===== src/rtl/pipeline_hazard_ctrl.sv =====
// Hazard/sequencing controller for the 5-stage pipeline:
// forwarding, load-use, branch flush, multi-cycle execute and memory-wait stalls.
module pipeline_hazard_ctrl #(
    parameter int REGW   = 4,
    parameter int MC_LAT = 4,
    parameter int CNTW   = 3
) (
    input  logic            clk,
    input  logic            reset,
    input  logic [REGW-1:0] rs1D,
    input  logic [REGW-1:0] rs2D,
    input  logic [REGW-1:0] rs1E,
    input  logic [REGW-1:0] rs2E,
    input  logic [REGW-1:0] rdE,
    input  logic [REGW-1:0] rdM,
    input  logic [REGW-1:0] rdW,
    input  logic            regwriteM,
    input  logic            regwriteW,
    input  logic            memtoregE,
    input  logic            pcsrcE,
    input  logic            mcstartE,
    input  logic            memreqM,
    input  logic            memackM,
    output logic [1:0]      fwdAE,
    output logic [1:0]      fwdBE,
    output logic            stallF,
    output logic            stallD,
    output logic            stallE,
    output logic            stallM,
    output logic            flushD,
    output logic            flushE,
    output logic            flushM,
    output logic            flushW,
    output logic            busy,
    output logic            mc_done
);

    typedef enum logic [1:0] {RUN, MC, MEM} state_t;

    state_t          state, state_n;
    logic [CNTW-1:0] cnt, cnt_n;
    logic            skip, skip_n;

    logic memstall;
    logic mc_start;
    logic mc_stall;
    logic lwstall;
    logic lw_act;
    logic br_act;

    always_comb begin
        fwdAE = 2'b00;
        if (regwriteM && rdM != '0 && rdM == rs1E)
            fwdAE = 2'b10;
        else if (regwriteW && rdW != '0 && rdW == rs1E)
            fwdAE = 2'b01;
    end

    always_comb begin
        fwdBE = 2'b00;
        if (regwriteM && rdM != '0 && rdM == rs2E)
            fwdBE = 2'b10;
        else if (regwriteW && rdW != '0 && rdW == rs2E)
            fwdBE = 2'b01;
    end

    // skip masks mcstartE of an op that has just finished its stall window
    assign memstall = memreqM & ~memackM;
    assign mc_start = (state != MC) && mcstartE && !memstall && !skip;
    assign mc_stall = !memstall && ((state == MC) || mc_start);
    assign mc_done  = (state == MC) && (cnt == CNTW'(1)) && !memstall;

    assign lwstall = memtoregE && (rdE != '0) &&
                     ((rdE == rs1D) || (rdE == rs2D));
    assign br_act  = pcsrcE && !memstall && !mc_stall;
    assign lw_act  = lwstall && !memstall && !mc_stall && !pcsrcE;

    assign stallF = memstall | mc_stall | lw_act;
    assign stallD = memstall | mc_stall | lw_act;
    assign stallE = memstall | mc_stall;
    assign stallM = memstall;
    assign flushD = br_act;
    assign flushE = br_act | lw_act;
    assign flushM = mc_stall;
    assign flushW = memstall;
    assign busy   = (state != RUN);

    always_comb begin
        state_n = state;
        cnt_n   = cnt;
        skip_n  = memstall ? skip : 1'b0;
        unique case (state)
            RUN, MEM: begin
                if (memstall) begin
                    state_n = MEM;
                end else if (mc_start) begin
                    state_n = MC;
                    cnt_n   = CNTW'(MC_LAT - 1);
                end else begin
                    state_n = RUN;
                end
            end
            MC: begin
                if (!memstall) begin
                    if (cnt == CNTW'(1)) begin
                        state_n = RUN;
                        cnt_n   = '0;
                        skip_n  = 1'b1;
                    end else begin
                        cnt_n = cnt - CNTW'(1);
                    end
                end
            end
            default: begin
                state_n = RUN;
                cnt_n   = '0;
            end
        endcase
    end

    always_ff @(posedge clk or posedge reset) begin
        if (reset) begin
            state <= RUN;
            cnt   <= '0;
            skip  <= 1'b0;
        end else begin
            state <= state_n;
            cnt   <= cnt_n;
            skip  <= skip_n;
        end
    end

endmodule


===== config.mk =====
export PLATFORM = sky130hd
export DESIGN_NAME = pipeline_hazard_ctrl
export DESIGN_NICKNAME = d
export VERILOG_FILES = /design/src/rtl/pipeline_hazard_ctrl.sv
export SDC_FILE = /design/constraint.sdc
export NUM_CORES = 1
export LEC_CHECK = 0
export CAP_MARGIN = 5
export CELL_PAD_IN_SITES_DETAIL_PLACEMENT = 1
export CELL_PAD_IN_SITES_GLOBAL_PLACEMENT = 1
export CORE_ASPECT_RATIO = 1.2
export CORE_MARGIN = 5
export CORE_UTILIZATION = 26
export CTS_CLUSTER_DIAMETER = 120
export DETAILED_ROUTE_END_ITERATION = 7
export PLACE_DENSITY = 0.93
export SLEW_MARGIN = 20
export SYNTH_ARGS = -nofsm -noshare
export SYNTH_HDL_FRONTEND = slang
export SYNTH_SLANG_ARGS = --single-unit

===== constraint.sdc =====
create_clock -name clk -period 4.1 [get_ports clk]
set_clock_uncertainty 0.2 [all_clocks]
set_input_delay 0.82 -clock clk [delete_from_list [all_inputs] [get_ports clk]]
set_output_delay 0.82 -clock clk [all_outputs]
set_load 0.02 [all_outputs]

======== Yosys cells after proc, flatten, opt, wreduce, memory -nomap -nowiden ========
Index checks and enable logic that the tools add are counted.
word-level totals
  bits in registers ....................... 6
  input port bits ......................... 37
operators by class
  reductions and logical operators ........ 33
  add/subtract/negate cells ............... 1
  muxes and demuxes ....................... 18
  equal/unequal tests ..................... 14
  bitwise gates (word level) .............. 5
operator list
  kind                   number
  $eq A4 B4 Y1           6
  $logic_and A1 B1 Y1    19
  $mux W3                4
  $reduce_bool A4 Y1     3
  $mux W2                5
  $mux W1                7
  $ne A2 B2 Y1 const B   3
  $pmux W3 S2            1
  $logic_not A1 Y1       4
  $ne A2 B1 Y1 const B   2
  $pmux W2 S2            1
  $eq A3 B1 Y1 const B   1
  $or A1 B1 Y1           3
  $reduce_and A3 Y1      1
  $sub A3 B1 Y3 const B  1
  $eq A2 B1 Y1 const B   1
  $eq A2 B2 Y1 const B   1
  $logic_not A2 Y1       1
  $logic_or A1 B1 Y1     2
  $reduce_and A2 Y1      1
  $reduce_bool A2 Y1     1
  $reduce_or A2 Y1       1
  $and A1 B1 Y1          1
  $not A1 Y1             1

======== Longest topological paths before layout ========
  depth in word-level cells ............... 11
  mapped depth ............................ 7
  gate-level depth less buffers ........... 6

======== Worst setup path after synthesis ========
No wires, ideal clock.
  path type ............................... in2out
  start ................................... input rdM[0]
  end ..................................... output fwdAE[0]
  data required time ...................... 3080 ps
  data arrival time ....................... 1885 ps
  stages .................................. 3
  path slack .............................. 1195 ps
  cell sequence ........................... o41ai_2 nor2_1 nor3_1
on the way
  word-level cells in the longest chain between the ends .. 4
  elaborated cells between the ends (all ways) .. 5
  classes of those cells .................. eq/ne (1); mux (1); reduce/logical (3)
RTL lines
  item                   line  RTL
  from (decl)            15    input logic [REGW-1:0] rdM,
  $reduce_bool A4 Y1     53    if (regwriteM && rdM != '0 && rdM == rs1E)
  $logic_and A1 B1 Y1    53
  $logic_and A1 B1 Y1 *  53
  $mux W2 *              53
  to (decl)              24    output logic [1:0] fwdAE,
Mark *: on every way between the ends. The rest lies on a longest branch, timed or not.

======== Final worst setup path ========
Same ends and word-level chain as after synthesis.

==> impl_metrics.toml <==
[status]
outcome = "completed"

[worst_setup_path]
path_delay_family = "buffers and inverters"
end_kind = "primary output"
setup.worst_path.start_class = "input pin"
r2r_slack_ns = 2.54
path_common_cell = "clkdlybuf4s50_1"
max_stage_delay_ns = 0.65
path_max_fanout = 3
path_buf_inv = 2
arrival_ns = 2.75
critPathKind = "input pin to primary output"
cp_slowest_cell = "clkdlybuf4s50_1"
worstPathCellList = "clkdlybuf4s50_1 -> o41ai_2 -> nor2_1 -> nor3_1 -> clkdlybuf4s50_1"
cp.required_ns = 3.08

[grt]
grt_pass1_vias = 920
antenna_found_initial = 0
met1_usage_pct = 13.4
overflow = 0
grt_use_total_pct = 13.2
grt_pass1_wl_mm = 4.25
busiest_layer = "met2"
met2_usage_pct = 24.8
grt_max_degree = 10
use_met3_pct = 3.17

[logic_synthesis]
synth_edf_count = 0
ys_ff_latch = 6
synth_flop_cell = "dfrtp_1"
synth-xor-area-share_pct = 27.3
synth_adder_area_share_pct = 3.25
synth-simple-area-share_pct = 26.5
synth_cell_type_count = 34
syn_area_um2 = 771
synthCells = 86
syn_avg_cell_area_um2 = 8.96
synthMuxAreaShare_pct = 1.95
yosysSeqAreaShare_pct = 19.5
synth_compound_area_share_pct = 13.3
async_reset_ff_share_pct = 100
ys_warn_count = 0
synth_nets = 125
synth_top_family_by_area = "XOR/XNOR gates"

[routing]
initialDrtViolationCount = 10
drt_first_pass_iters = 2
drc_errors = 0
via_count = 815
vias_per_cell = 4.82
drtAntennaViolNets = 0
postRouteWirelength_mm = 2.60
wl_per_cell_um = 15.4

[power]
powerDensity_mw_per_mm2 = 354
combPwrFrac_pct = 63.7
total_power_mw = 0.460
p_clk_share_pct = 12.0
swShare_pct = 40.3
p_sw_mw = 0.185
p_int_mw = 0.274
leakagePower_nw = 0.512
vdd.ir_drop.worst_mv = 0.215
seq_power_share_pct = 24.3

[die]
core_area_mm2 = 0.00281
die_w_um = 59.7
rows = 21
dieArea_mm2 = 0.00416
die-height_um = 69.6
initial_core_util_pct = 27.4
num_io_pins = 51

[timing]
setup_violations = 0
tightest_slew_ns = 0.464
finalCritPeriodShare_pct = 92.0
fin_ws_ns = 0.326
maxSlewViolCount = 0
post-route-min-period_ns = 3.77
max_slew_margin_pct = 68.6
final.setup.tns_ns = 0
fmax_mhz = 265
hold_ws_ns = 0.290
rsz0062_at_grt = "no"
hold_viol = 0

[clock_tree]
post_cts_resized = 0
clkSinkCount = 6
clock-root-buffer = "clkbuf_4"
clkSlewWorstSetupHoldPaths_ns = 0.05
cts_setup_buffers = 0
cts_max_level = 1
insertion_delay_ns = 0.25
cts.hold.buffers_added = 0
numCtsBuffers = 3
cts_max_path_buffers = 2
cts_tree = "done"

[final_layout]
fillCellCount = 320
final_nets = 176
layout-drive-gt1-share_pct = 12.6
antennaDiodeCount = 0
fin_util_pct = 46.2
final_cell_mix = "50 x clkdlybuf4s50_1, 16 x xnor2_1, 8 x xor2_1"
area_growth_pct = 68.5
final_common_cell = "clkdlybuf4s50_1"

[placed_design]
io_buffers = 50
hpwlAfterDp_mm = 2.31
post-place-ws_ns = 0.298
gp_congestion = 0.818

[hold_path]
hp-class = "flip-flop to flip-flop"

[job]
cap_violations = 0
## worst reg2reg max path, cell delays in order, from the launching register on
cell     delay (ns)
dfrtp_1        0.44
ha_1           0.25
nor2b_1        0.17
nor4b_2        0.21
a21oi_1        0.06
o22ai_1        0.15
## per-stage QoR
| stage | instances | area (um2) |
|---|---|---|
| 6_report | 169 | 1300 |
| 3_5_place_dp | 166 | 1280 |
| 5_1_grt | 169 | 1300 |
| 4_1_cts | 169 | 1300 |
| 3_3_place_gp | 166 | 1280 |
| 2_1_floorplan | 86 | 771 |
## final timing paths
path	startpoint	endpoint	depth (start not counted)
max in group asynchronous	reset	cnt[1]	2
hold / removal	flip-flop	flip-flop	1
setup / recovery	rdM[0]	fwdAE[0]	5
setup reg to reg	cnt[0]	cnt[0]	5
min in group asynchronous	reset	cnt[0]	2
hold reg to reg	flip-flop	flip-flop	1
## area by class of cell
type | instances | area, um2 | area share (%)
Timing Repair Buffer | 50 | 500 | 38.5
Multi-Input combinational cell | 71 | 557 | 42.9
Clock buffer | 3 | 22.5 | 1.73
Sequential cell | 6 | 150 | 11.6
Tap cell | 34 | 42.5 | 3.28
Inverter | 5 | 26.3 | 2.02
## layer usage
metal	share of wire, %	up-vias
met2	59	22
met5	0	-
met4	0.46	0
li1	-	395
met3	4.6	2
met1	36	396
## power by group through the flow
| stage | Clock (mW) | Sequential, mW | Combinational (mW) |
|---|---|---|---|
| floorplan | 0 | 0.0975 | 0.199 |
| global placement | 0 | 0.108 | 0.285 |
| detailed placement | 0 | 0.112 | 0.296 |
| CTS | 0.0587 | 0.112 | 0.298 |
| global route | 0.0609 | 0.115 | 0.322 |
| finish | 0.0552 | 0.112 | 0.293 |
## cells in the mapped netlist, types with 2 or more instances
cell | instances | area [um2]
xnor2_1 | 16 | 140
xor2_1 | 8 | 70.1
dfrtp_1 | 6 | 150
nand2_1 | 5 | 18.8
nor2_1 | 5 | 18.8
inv_1 | 4 | 15.0
nand4_1 | 4 | 25.0
a21o_2 | 3 | 26.3
nor4_1 | 3 | 18.8
a21oi_1 | 2 | 10.0
and2b_2 | 2 | 17.5
buf_4 | 2 | 15.0
buf_6 | 2 | 22.5
ha_1 | 2 | 25.0
nor3_1 | 2 | 10.0
o21ai_0 | 2 | 10.0
## cell families (layout without fill, tap and decap cells)
logic type | Yosys count | count (layout)
compound gates | 13 | 13
xor+xnor | 24 | 24
fa+ha+maj | 2 | 2
buf+inv | 9 | 58
flops | 6 | 6
mux | 1 | 1
simple gates | 31 | 31
Note: power is estimated with default switching activity, not from simulation.
